`src/rtl/id_ex_if.sv`:
```
// Decode-to-execute bus: decode fields, forwarding selects and values, hazard controls,
// and the registered A-stage fields returned to the forwarding unit.
interface id_ex_if #(
  parameter int DBITS     = 32,
  parameter int REGNOBITS = 6,
  parameter int OPBITS    = 8
);
  logic                 d_valid;
  logic [OPBITS-1:0]    d_op;
  logic [REGNOBITS-1:0] d_sreg1;
  logic [REGNOBITS-1:0] d_sreg2;
  logic [REGNOBITS-1:0] d_dreg;
  logic                 d_is_lw;
  logic [DBITS-1:0]     d_imm;
  logic [DBITS-1:0]     d_pc;
  logic [DBITS-1:0]     rf_data1;
  logic [DBITS-1:0]     rf_data2;
  logic                 drive_A_src1;
  logic                 drive_A_src2;
  logic                 drive_M_src1;
  logic                 drive_M_src2;
  logic                 drive_W_src1;
  logic                 drive_W_src2;
  logic [DBITS-1:0]     fwd_A;
  logic [DBITS-1:0]     fwd_M;
  logic [DBITS-1:0]     fwd_W;
  logic                 stall;
  logic                 flush;
  logic                 d_hold;
  logic [OPBITS-1:0]    ex_op;
  logic [DBITS-1:0]     ex_src1;
  logic [DBITS-1:0]     ex_src2;
  logic [DBITS-1:0]     ex_imm;
  logic [DBITS-1:0]     ex_pc;
  logic [REGNOBITS-1:0] ex_dreg;
  logic                 ex_nop;
  logic                 ex_is_lw;
  logic [15:0]          stall_cnt;
  logic [15:0]          flush_cnt;

  // Upstream side: decode, register file and forwarding unit.
  modport master (
    output d_valid, d_op, d_sreg1, d_sreg2, d_dreg, d_is_lw, d_imm, d_pc,
    output rf_data1, rf_data2,
    output drive_A_src1, drive_A_src2, drive_M_src1, drive_M_src2, drive_W_src1, drive_W_src2,
    output fwd_A, fwd_M, fwd_W, stall, flush,
    input  d_hold, ex_op, ex_src1, ex_src2, ex_imm, ex_pc, ex_dreg, ex_nop, ex_is_lw,
    input  stall_cnt, flush_cnt
  );

  // The pipeline register itself.
  modport slave (
    input  d_valid, d_op, d_sreg1, d_sreg2, d_dreg, d_is_lw, d_imm, d_pc,
    input  rf_data1, rf_data2,
    input  drive_A_src1, drive_A_src2, drive_M_src1, drive_M_src2, drive_W_src1, drive_W_src2,
    input  fwd_A, fwd_M, fwd_W, stall, flush,
    output d_hold, ex_op, ex_src1, ex_src2, ex_imm, ex_pc, ex_dreg, ex_nop, ex_is_lw,
    output stall_cnt, flush_cnt
  );
endinterface

```
`src/rtl/id_ex_stage.sv`:
```
// ID->EX pipeline register: resolves forwarded operands, latches decode fields into the
// A stage and inserts bubbles on reset, flush, load-use stall or an empty decode slot.
module id_ex_stage #(
  parameter int DBITS     = 32,
  parameter int REGNOBITS = 6,
  parameter int OPBITS    = 8
) (
  input logic   clk,
  input logic   reset,
  id_ex_if.slave bus
);

  typedef enum logic {
    ST_BUBBLE = 1'b0,
    ST_VALID  = 1'b1
  } latch_state_t;

  latch_state_t     state;
  latch_state_t     state_next;
  logic [DBITS-1:0] src1;
  logic [DBITS-1:0] src2;
  logic             load;
  logic             stall_event;
  logic             flush_event;

  // A is newest, so it wins over M and W; register 0 always reads as zero.
  always_comb begin
    src1 = bus.rf_data1;
    if (bus.drive_A_src1)      src1 = bus.fwd_A;
    else if (bus.drive_M_src1) src1 = bus.fwd_M;
    else if (bus.drive_W_src1) src1 = bus.fwd_W;
    if (bus.d_sreg1 == '0)     src1 = '0;
  end

  always_comb begin
    src2 = bus.rf_data2;
    if (bus.drive_A_src2)      src2 = bus.fwd_A;
    else if (bus.drive_M_src2) src2 = bus.fwd_M;
    else if (bus.drive_W_src2) src2 = bus.fwd_W;
    if (bus.d_sreg2 == '0)     src2 = '0;
  end

  assign load        = bus.d_valid & ~bus.flush & ~bus.stall;
  assign stall_event = bus.stall & ~bus.flush & ~reset;
  assign flush_event = bus.flush & ~reset;
  assign bus.d_hold  = stall_event;

  always_ff @(posedge clk) begin
    if (reset) state <= ST_BUBBLE;
    else       state <= state_next;
  end

  always_comb begin
    state_next = load ? ST_VALID : ST_BUBBLE;
  end

  always_comb begin
    bus.ex_nop = (state == ST_BUBBLE);
  end

  // Bubbles zero every field so the forwarding unit never matches a stale dreg.
  always_ff @(posedge clk) begin
    if (reset || !load) begin
      bus.ex_op    <= '0;
      bus.ex_src1  <= '0;
      bus.ex_src2  <= '0;
      bus.ex_imm   <= '0;
      bus.ex_pc    <= '0;
      bus.ex_dreg  <= '0;
      bus.ex_is_lw <= 1'b0;
    end else begin
      bus.ex_op    <= bus.d_op;
      bus.ex_src1  <= src1;
      bus.ex_src2  <= src2;
      bus.ex_imm   <= bus.d_imm;
      bus.ex_pc    <= bus.d_pc;
      bus.ex_dreg  <= bus.d_dreg;
      bus.ex_is_lw <= bus.d_is_lw;
    end
  end

  always_ff @(posedge clk) begin
    if (reset) begin
      bus.stall_cnt <= '0;
      bus.flush_cnt <= '0;
    end else begin
      if (stall_event && bus.stall_cnt != 16'hFFFF) bus.stall_cnt <= bus.stall_cnt + 16'd1;
      if (flush_event && bus.flush_cnt != 16'hFFFF) bus.flush_cnt <= bus.flush_cnt + 16'd1;
    end
  end

endmodule

```
`src/flat_wrapper.sv`:
```
// flat-port wrapper written by rule: the top's interface ports become plain ports
module id_ex_stage_flat 
#(
  parameter int DBITS     = 32,
  parameter int REGNOBITS = 6,
  parameter int OPBITS    = 8
)
  (clk, reset, bus_d_valid, bus_d_op, bus_d_sreg1, bus_d_sreg2, bus_d_dreg, bus_d_is_lw, bus_d_imm, bus_d_pc, bus_rf_data1, bus_rf_data2, bus_drive_A_src1, bus_drive_A_src2, bus_drive_M_src1, bus_drive_M_src2, bus_drive_W_src1, bus_drive_W_src2, bus_fwd_A, bus_fwd_M, bus_fwd_W, bus_stall, bus_flush, bus_d_hold, bus_ex_op, bus_ex_src1, bus_ex_src2, bus_ex_imm, bus_ex_pc, bus_ex_dreg, bus_ex_nop, bus_ex_is_lw, bus_stall_cnt, bus_flush_cnt);
  id_ex_if #(.DBITS(DBITS), .REGNOBITS(REGNOBITS), .OPBITS(OPBITS)) bus_i ();
  input logic clk;
  input logic reset;
  input wire logic [$bits(bus_i.d_valid)-1:0] bus_d_valid;
  input wire logic [$bits(bus_i.d_op)-1:0] bus_d_op;
  input wire logic [$bits(bus_i.d_sreg1)-1:0] bus_d_sreg1;
  input wire logic [$bits(bus_i.d_sreg2)-1:0] bus_d_sreg2;
  input wire logic [$bits(bus_i.d_dreg)-1:0] bus_d_dreg;
  input wire logic [$bits(bus_i.d_is_lw)-1:0] bus_d_is_lw;
  input wire logic [$bits(bus_i.d_imm)-1:0] bus_d_imm;
  input wire logic [$bits(bus_i.d_pc)-1:0] bus_d_pc;
  input wire logic [$bits(bus_i.rf_data1)-1:0] bus_rf_data1;
  input wire logic [$bits(bus_i.rf_data2)-1:0] bus_rf_data2;
  input wire logic [$bits(bus_i.drive_A_src1)-1:0] bus_drive_A_src1;
  input wire logic [$bits(bus_i.drive_A_src2)-1:0] bus_drive_A_src2;
  input wire logic [$bits(bus_i.drive_M_src1)-1:0] bus_drive_M_src1;
  input wire logic [$bits(bus_i.drive_M_src2)-1:0] bus_drive_M_src2;
  input wire logic [$bits(bus_i.drive_W_src1)-1:0] bus_drive_W_src1;
  input wire logic [$bits(bus_i.drive_W_src2)-1:0] bus_drive_W_src2;
  input wire logic [$bits(bus_i.fwd_A)-1:0] bus_fwd_A;
  input wire logic [$bits(bus_i.fwd_M)-1:0] bus_fwd_M;
  input wire logic [$bits(bus_i.fwd_W)-1:0] bus_fwd_W;
  input wire logic [$bits(bus_i.stall)-1:0] bus_stall;
  input wire logic [$bits(bus_i.flush)-1:0] bus_flush;
  output wire logic [$bits(bus_i.d_hold)-1:0] bus_d_hold;
  output wire logic [$bits(bus_i.ex_op)-1:0] bus_ex_op;
  output wire logic [$bits(bus_i.ex_src1)-1:0] bus_ex_src1;
  output wire logic [$bits(bus_i.ex_src2)-1:0] bus_ex_src2;
  output wire logic [$bits(bus_i.ex_imm)-1:0] bus_ex_imm;
  output wire logic [$bits(bus_i.ex_pc)-1:0] bus_ex_pc;
  output wire logic [$bits(bus_i.ex_dreg)-1:0] bus_ex_dreg;
  output wire logic [$bits(bus_i.ex_nop)-1:0] bus_ex_nop;
  output wire logic [$bits(bus_i.ex_is_lw)-1:0] bus_ex_is_lw;
  output wire logic [$bits(bus_i.stall_cnt)-1:0] bus_stall_cnt;
  output wire logic [$bits(bus_i.flush_cnt)-1:0] bus_flush_cnt;
  assign bus_i.d_valid = bus_d_valid;
  assign bus_i.d_op = bus_d_op;
  assign bus_i.d_sreg1 = bus_d_sreg1;
  assign bus_i.d_sreg2 = bus_d_sreg2;
  assign bus_i.d_dreg = bus_d_dreg;
  assign bus_i.d_is_lw = bus_d_is_lw;
  assign bus_i.d_imm = bus_d_imm;
  assign bus_i.d_pc = bus_d_pc;
  assign bus_i.rf_data1 = bus_rf_data1;
  assign bus_i.rf_data2 = bus_rf_data2;
  assign bus_i.drive_A_src1 = bus_drive_A_src1;
  assign bus_i.drive_A_src2 = bus_drive_A_src2;
  assign bus_i.drive_M_src1 = bus_drive_M_src1;
  assign bus_i.drive_M_src2 = bus_drive_M_src2;
  assign bus_i.drive_W_src1 = bus_drive_W_src1;
  assign bus_i.drive_W_src2 = bus_drive_W_src2;
  assign bus_i.fwd_A = bus_fwd_A;
  assign bus_i.fwd_M = bus_fwd_M;
  assign bus_i.fwd_W = bus_fwd_W;
  assign bus_i.stall = bus_stall;
  assign bus_i.flush = bus_flush;
  assign bus_d_hold = bus_i.d_hold;
  assign bus_ex_op = bus_i.ex_op;
  assign bus_ex_src1 = bus_i.ex_src1;
  assign bus_ex_src2 = bus_i.ex_src2;
  assign bus_ex_imm = bus_i.ex_imm;
  assign bus_ex_pc = bus_i.ex_pc;
  assign bus_ex_dreg = bus_i.ex_dreg;
  assign bus_ex_nop = bus_i.ex_nop;
  assign bus_ex_is_lw = bus_i.ex_is_lw;
  assign bus_stall_cnt = bus_i.stall_cnt;
  assign bus_flush_cnt = bus_i.flush_cnt;
  id_ex_stage #(.DBITS(DBITS), .REGNOBITS(REGNOBITS), .OPBITS(OPBITS)) u_core (.clk(clk), .reset(reset), .bus(bus_i));
endmodule
```
`config.mk`:
```
export PLATFORM = sky130hd
export DESIGN_NAME = id_ex_stage_flat
export DESIGN_NICKNAME = d
export VERILOG_FILES = /design/src/rtl/id_ex_if.sv /design/src/rtl/id_ex_stage.sv /design/src/flat_wrapper.sv
export SDC_FILE = /design/constraint.sdc
export NUM_CORES = 1
export LEC_CHECK = 0
export CAP_MARGIN = 15
export CORE_AREA = 2 2 173 175
export DETAILED_ROUTE_END_ITERATION = 10
export DIE_AREA = 0 0 175 177
export GPL_TIMING_DRIVEN = 0
export MAX_ROUTING_LAYER = met4
export SLEW_MARGIN = 15
export SYNTH_ARGS = -nofsm -noshare
export SYNTH_HDL_FRONTEND = slang
export SYNTH_SLANG_ARGS = --single-unit
export TNS_END_PERCENT = 100
```
`constraint.sdc`:
```
create_clock -name clk -period 1.83 [get_ports clk]
set_input_delay 0.4575 -clock clk [delete_from_list [all_inputs] [get_ports clk]]
set_output_delay 0.4575 -clock clk [all_outputs]
set_load 0.005 [all_outputs]
```
==> impl_results.md <==
- Status: finished, violations left
- Violations in the final reports: DRC
- Pin slew with the least headroom to its limit: 1020 ps
- First-pass GRT wire length: 42600 µm
- Placeable core area: 29200 µm²
- Number of H-tree levels: 4
- CTS tree: built
- Number of antenna violations at the first check in global routing: 2
- Relative slew slack: 31.7%
- Number of design rule violations left after detail routing: 4
- Detailed-route vias per instance: 4.43
- Reg2Reg Setup Slack: 60 ps
- Post-route core utilization: 44.4%
- Clock net sink count: 176
- Sequential standard cell area: 3580 µm²
- Shortest period the worst path allows: 1790 ps
- Post-route ant nets: 0
- Maximum Capacitance Violations: 0
- Wire per inst: 17.6 µm
- Post-synth top flop: sky130_fd_sc_hd__dfxtp_1
- Worst setup margin: 42.0 ps
- Critical path's largest stage delay: 520 ps
- Final hold vios: 0
- Flip-flop and latch count after synthesis: 176
- Placer's final routability congestion estimate: 0.854
- Most frequent standard cell in the layout excluding fill and tap cells: sky130_fd_sc_hd__clkdlybuf4s50_1
- Slowest CP cell: sky130_fd_sc_hd__clkdlybuf4s50_1
- Worst Path Required: 1370 ps
- Source-to-sink clock delay at the later pin of the worst-skew pair: 430 ps
- R2R depth: 5
- Number of cells on the worst hold path: 4
- Starting density of the core: 24.8%
- CTS clk-pin slew, worst paths: 70 ps
- Crit. End Element: primary output
- Maximum root-to-sink buffer count: 2
- Final Max Tran Viols: 0
- # IOs: 439
- Top fanout value on the critical path: 4
- Cell Rows: 63
- Tcrit/Tclk final: 97.7%
- Post-place setup slack: -1240 ps
- Setup TNS: 0 ps
- Area added between synthesis and finish: 79.2%
- Cell type group with the largest total delay on the critical path: buffers and inverters
- Total global routing overflow: 0
- Number of enable-type register cells in the synthesized netlist: 0
- End of the worst hold path: u_core.bus.stall_cnt[3]
- Number of warnings reported in the yosys synthesis log: 0
- RSZ-0062 raised after global routing: yes
- Number of hold buffers added after cts: 0
- Number of library cell types mapped by synthesis: 38
- Fraction of layout cells with a size suffix above 1: 8.79%
- Fill cell total of the finished layout: 2831
- Kind of critical path: reg2out
- Data arrival time at the worst-slack endpoint: 1330 ps
- Final setup skew: 8.57 ps
- Cts bufs inserted: 17
- R2r endpoint: u_core.bus.flush_cnt[10]
- Post-synthesis instance area: 7250 µm²
- Clk root buf: sky130_fd_sc_hd__clkbuf_16
- Power per cell area: 692 nW/µm²
- Overall die area: 31000 µm²
- Finish-stage setup viols: 0
- Worst min-delay path category: in2reg
- Worst hold path startpoint: reset
- Bufs and invs on worst path: 1
- First-iteration detailed-routing DRC count: 277
- Die H: 177 µm
- Commonest non-fill, non-tap cells in the layout: sky130_fd_sc_hd__clkdlybuf4s50_1, sky130_fd_sc_hd__dfxtp_1, sky130_fd_sc_hd__mux2i_1
- Pin count of the biggest net entering global routing: 19
- Port Buffer Count: 431
- Multi-input combinational cell area: 3620 µm²
- Vias post-DR: 7288
- Peak Freq: 559 MHz
- Global Route Usage Sum: 18.8%
- Launch point of the worst reg-to-reg path: u_core.bus.flush_cnt[1]
- Total wire length: 28900 µm
- DIE WIDTH: 175 µm
- Nets@finish: 1503
- Proportion of synthesized flip-flops having asynchronous set or reset: 0%
- Via count of the first global-routing pass: 7460
- Iteration count of the initial detailed-routing pass: 10
- Peak ir drop on the vdd network: 0.508 mV
- Detailed placer's ending HPWL: 22500 µm
- Setup crit start kind: flip-flop
- Cell-by-cell trace of the critical path: clkdlybuf4s50_1
- Synthesized instance count: 775
- Cell leakage power: 0.00530 µW
- Sequential-to-total area share from yosys stat: 48.6%
- Syn Nets: 1039
- Syn avg cell area: 9.35 µm²
Yosys cell counts, types with 4 or more instances:
cell type                  instances  area, µm²
sky130_fd_sc_hd__buf_1             8       30.0
sky130_fd_sc_hd__dfxtp_1         176       3520
sky130_fd_sc_hd__or4_1             4       30.0
sky130_fd_sc_hd__nand4_1           7       43.8
sky130_fd_sc_hd__nor2_1           92        345
sky130_fd_sc_hd__and3_1            7       43.8
sky130_fd_sc_hd__and4_1            5       43.8
sky130_fd_sc_hd__o31ai_1           4       30.0
sky130_fd_sc_hd__a21oi_1           6       30.0
sky130_fd_sc_hd__clkbuf_1         39        146
sky130_fd_sc_hd__xnor2_1          10       87.6
sky130_fd_sc_hd__and2_1           81        507
sky130_fd_sc_hd__xor2_1            9       78.8
sky130_fd_sc_hd__nand2_1          75        282
sky130_fd_sc_hd__nand3_1          13       65.1
sky130_fd_sc_hd__mux2i_1         130       1300
sky130_fd_sc_hd__nor3_1            6       30.0
sky130_fd_sc_hd__o21ai_0          71        355
sky130_fd_sc_hd__or3_1             4       25.0
worst max-delay path by stage:
stage          slack (ps)                     from  cells past startpoint                        to
6_report               40  u_core.bus.flush_cnt[1]                      1          bus_flush_cnt[1]
5_1_grt               -30  u_core.bus.flush_cnt[1]                      8   u_core.bus.flush_cnt[2]
4_1_cts               0.6  u_core.bus.stall_cnt[6]                      1          bus_stall_cnt[6]
3_5_place_dp        -1240                bus_flush                      5     u_core.bus.ex_src1[6]
3_3_place_gp        -1240                bus_flush                      5     u_core.bus.ex_src1[6]
2_1_floorplan         -50                    reset                      7  u_core.bus.flush_cnt[15]
power by group:
part	switching (µW)	internal, µW	total, µW
registers	23.7	3880	3900
clock network	1800	1990	3780
logic	488	818	1310
state kept, by name (all words and copies together), names as in the netlist:
signal and count:
u_core.state 1, u_core.bus.ex_pc 32, u_core.bus.flush_cnt 16, u_core.bus.ex_dreg 6, u_core.bus.ex_imm 32, u_core.bus.ex_op 8
u_core.bus.ex_src2 32, u_core.bus.stall_cnt 16, u_core.bus.ex_src1 32, u_core.bus.ex_is_lw 1
tightest hold or removal path: stages:
cell	delay, ps
sky130_fd_sc_hd__buf_6	120
sky130_fd_sc_hd__nor2b_1	50
sky130_fd_sc_hd__o21ai_0	60
sky130_fd_sc_hd__o31ai_1	60
metrics by stage:
step / std cells / power, µW / cell area, µm² / hold WS [ps]
final: 1644 / 8990 / 13000 / 366
after global routing: 1644 / 9380 / 13000 / 371
after CTS: 1634 / 9110 / 12800 / 332
after detailed placement: 1596 / 5300 / 12100 / 492
after global placement: 1596 / 5280 / 12100 / 475
after floorplan: 775 / 4440 / 7270 / 477
layout make-up:
cell class	instances	area share, %
timing repair buffer	445	34.1
buffer	51	1.93
clock inverter	14	1.26
multi-input combinational	547	27.9
clock buffer	18	3.38
sequential	176	27.6
antenna	2	0.0385
tap	390	3.76
inverter	1	0.0289
metal layers:
metal | global-route usage (%) | routed length (µm)
met3 | 5.11 | 2100
met2 | 32.8 | 14700
met5 | - | 0
met4 | 6.84 | 614
met1 | 20.5 | 11500
kinds of logic (layout without fill, tap and decap cells):
group                      count (synthesis)  count (layout)  share of synthesized area, %
AOI/OAI and AO/OA                         88              89                          6.51
xor gates and xnor gates                  19              19                          2.30
adders and majority gates                  2               2                         0.345
buffers and inverters                     53             529                          3.00
DFF                                      176             176                          48.6
muxes                                    130             130                          18.0
other                                      0               2                             0
and+or+nand+nor                          307             307                          21.3
what timing repair did:
item	CTS	global route
setup buffers	5	8
cloned	1	1
pin swaps	4	5
setup endpoints to repair	195	79
gates resized for setup	59	43
(Power assumes the default switching activity.)
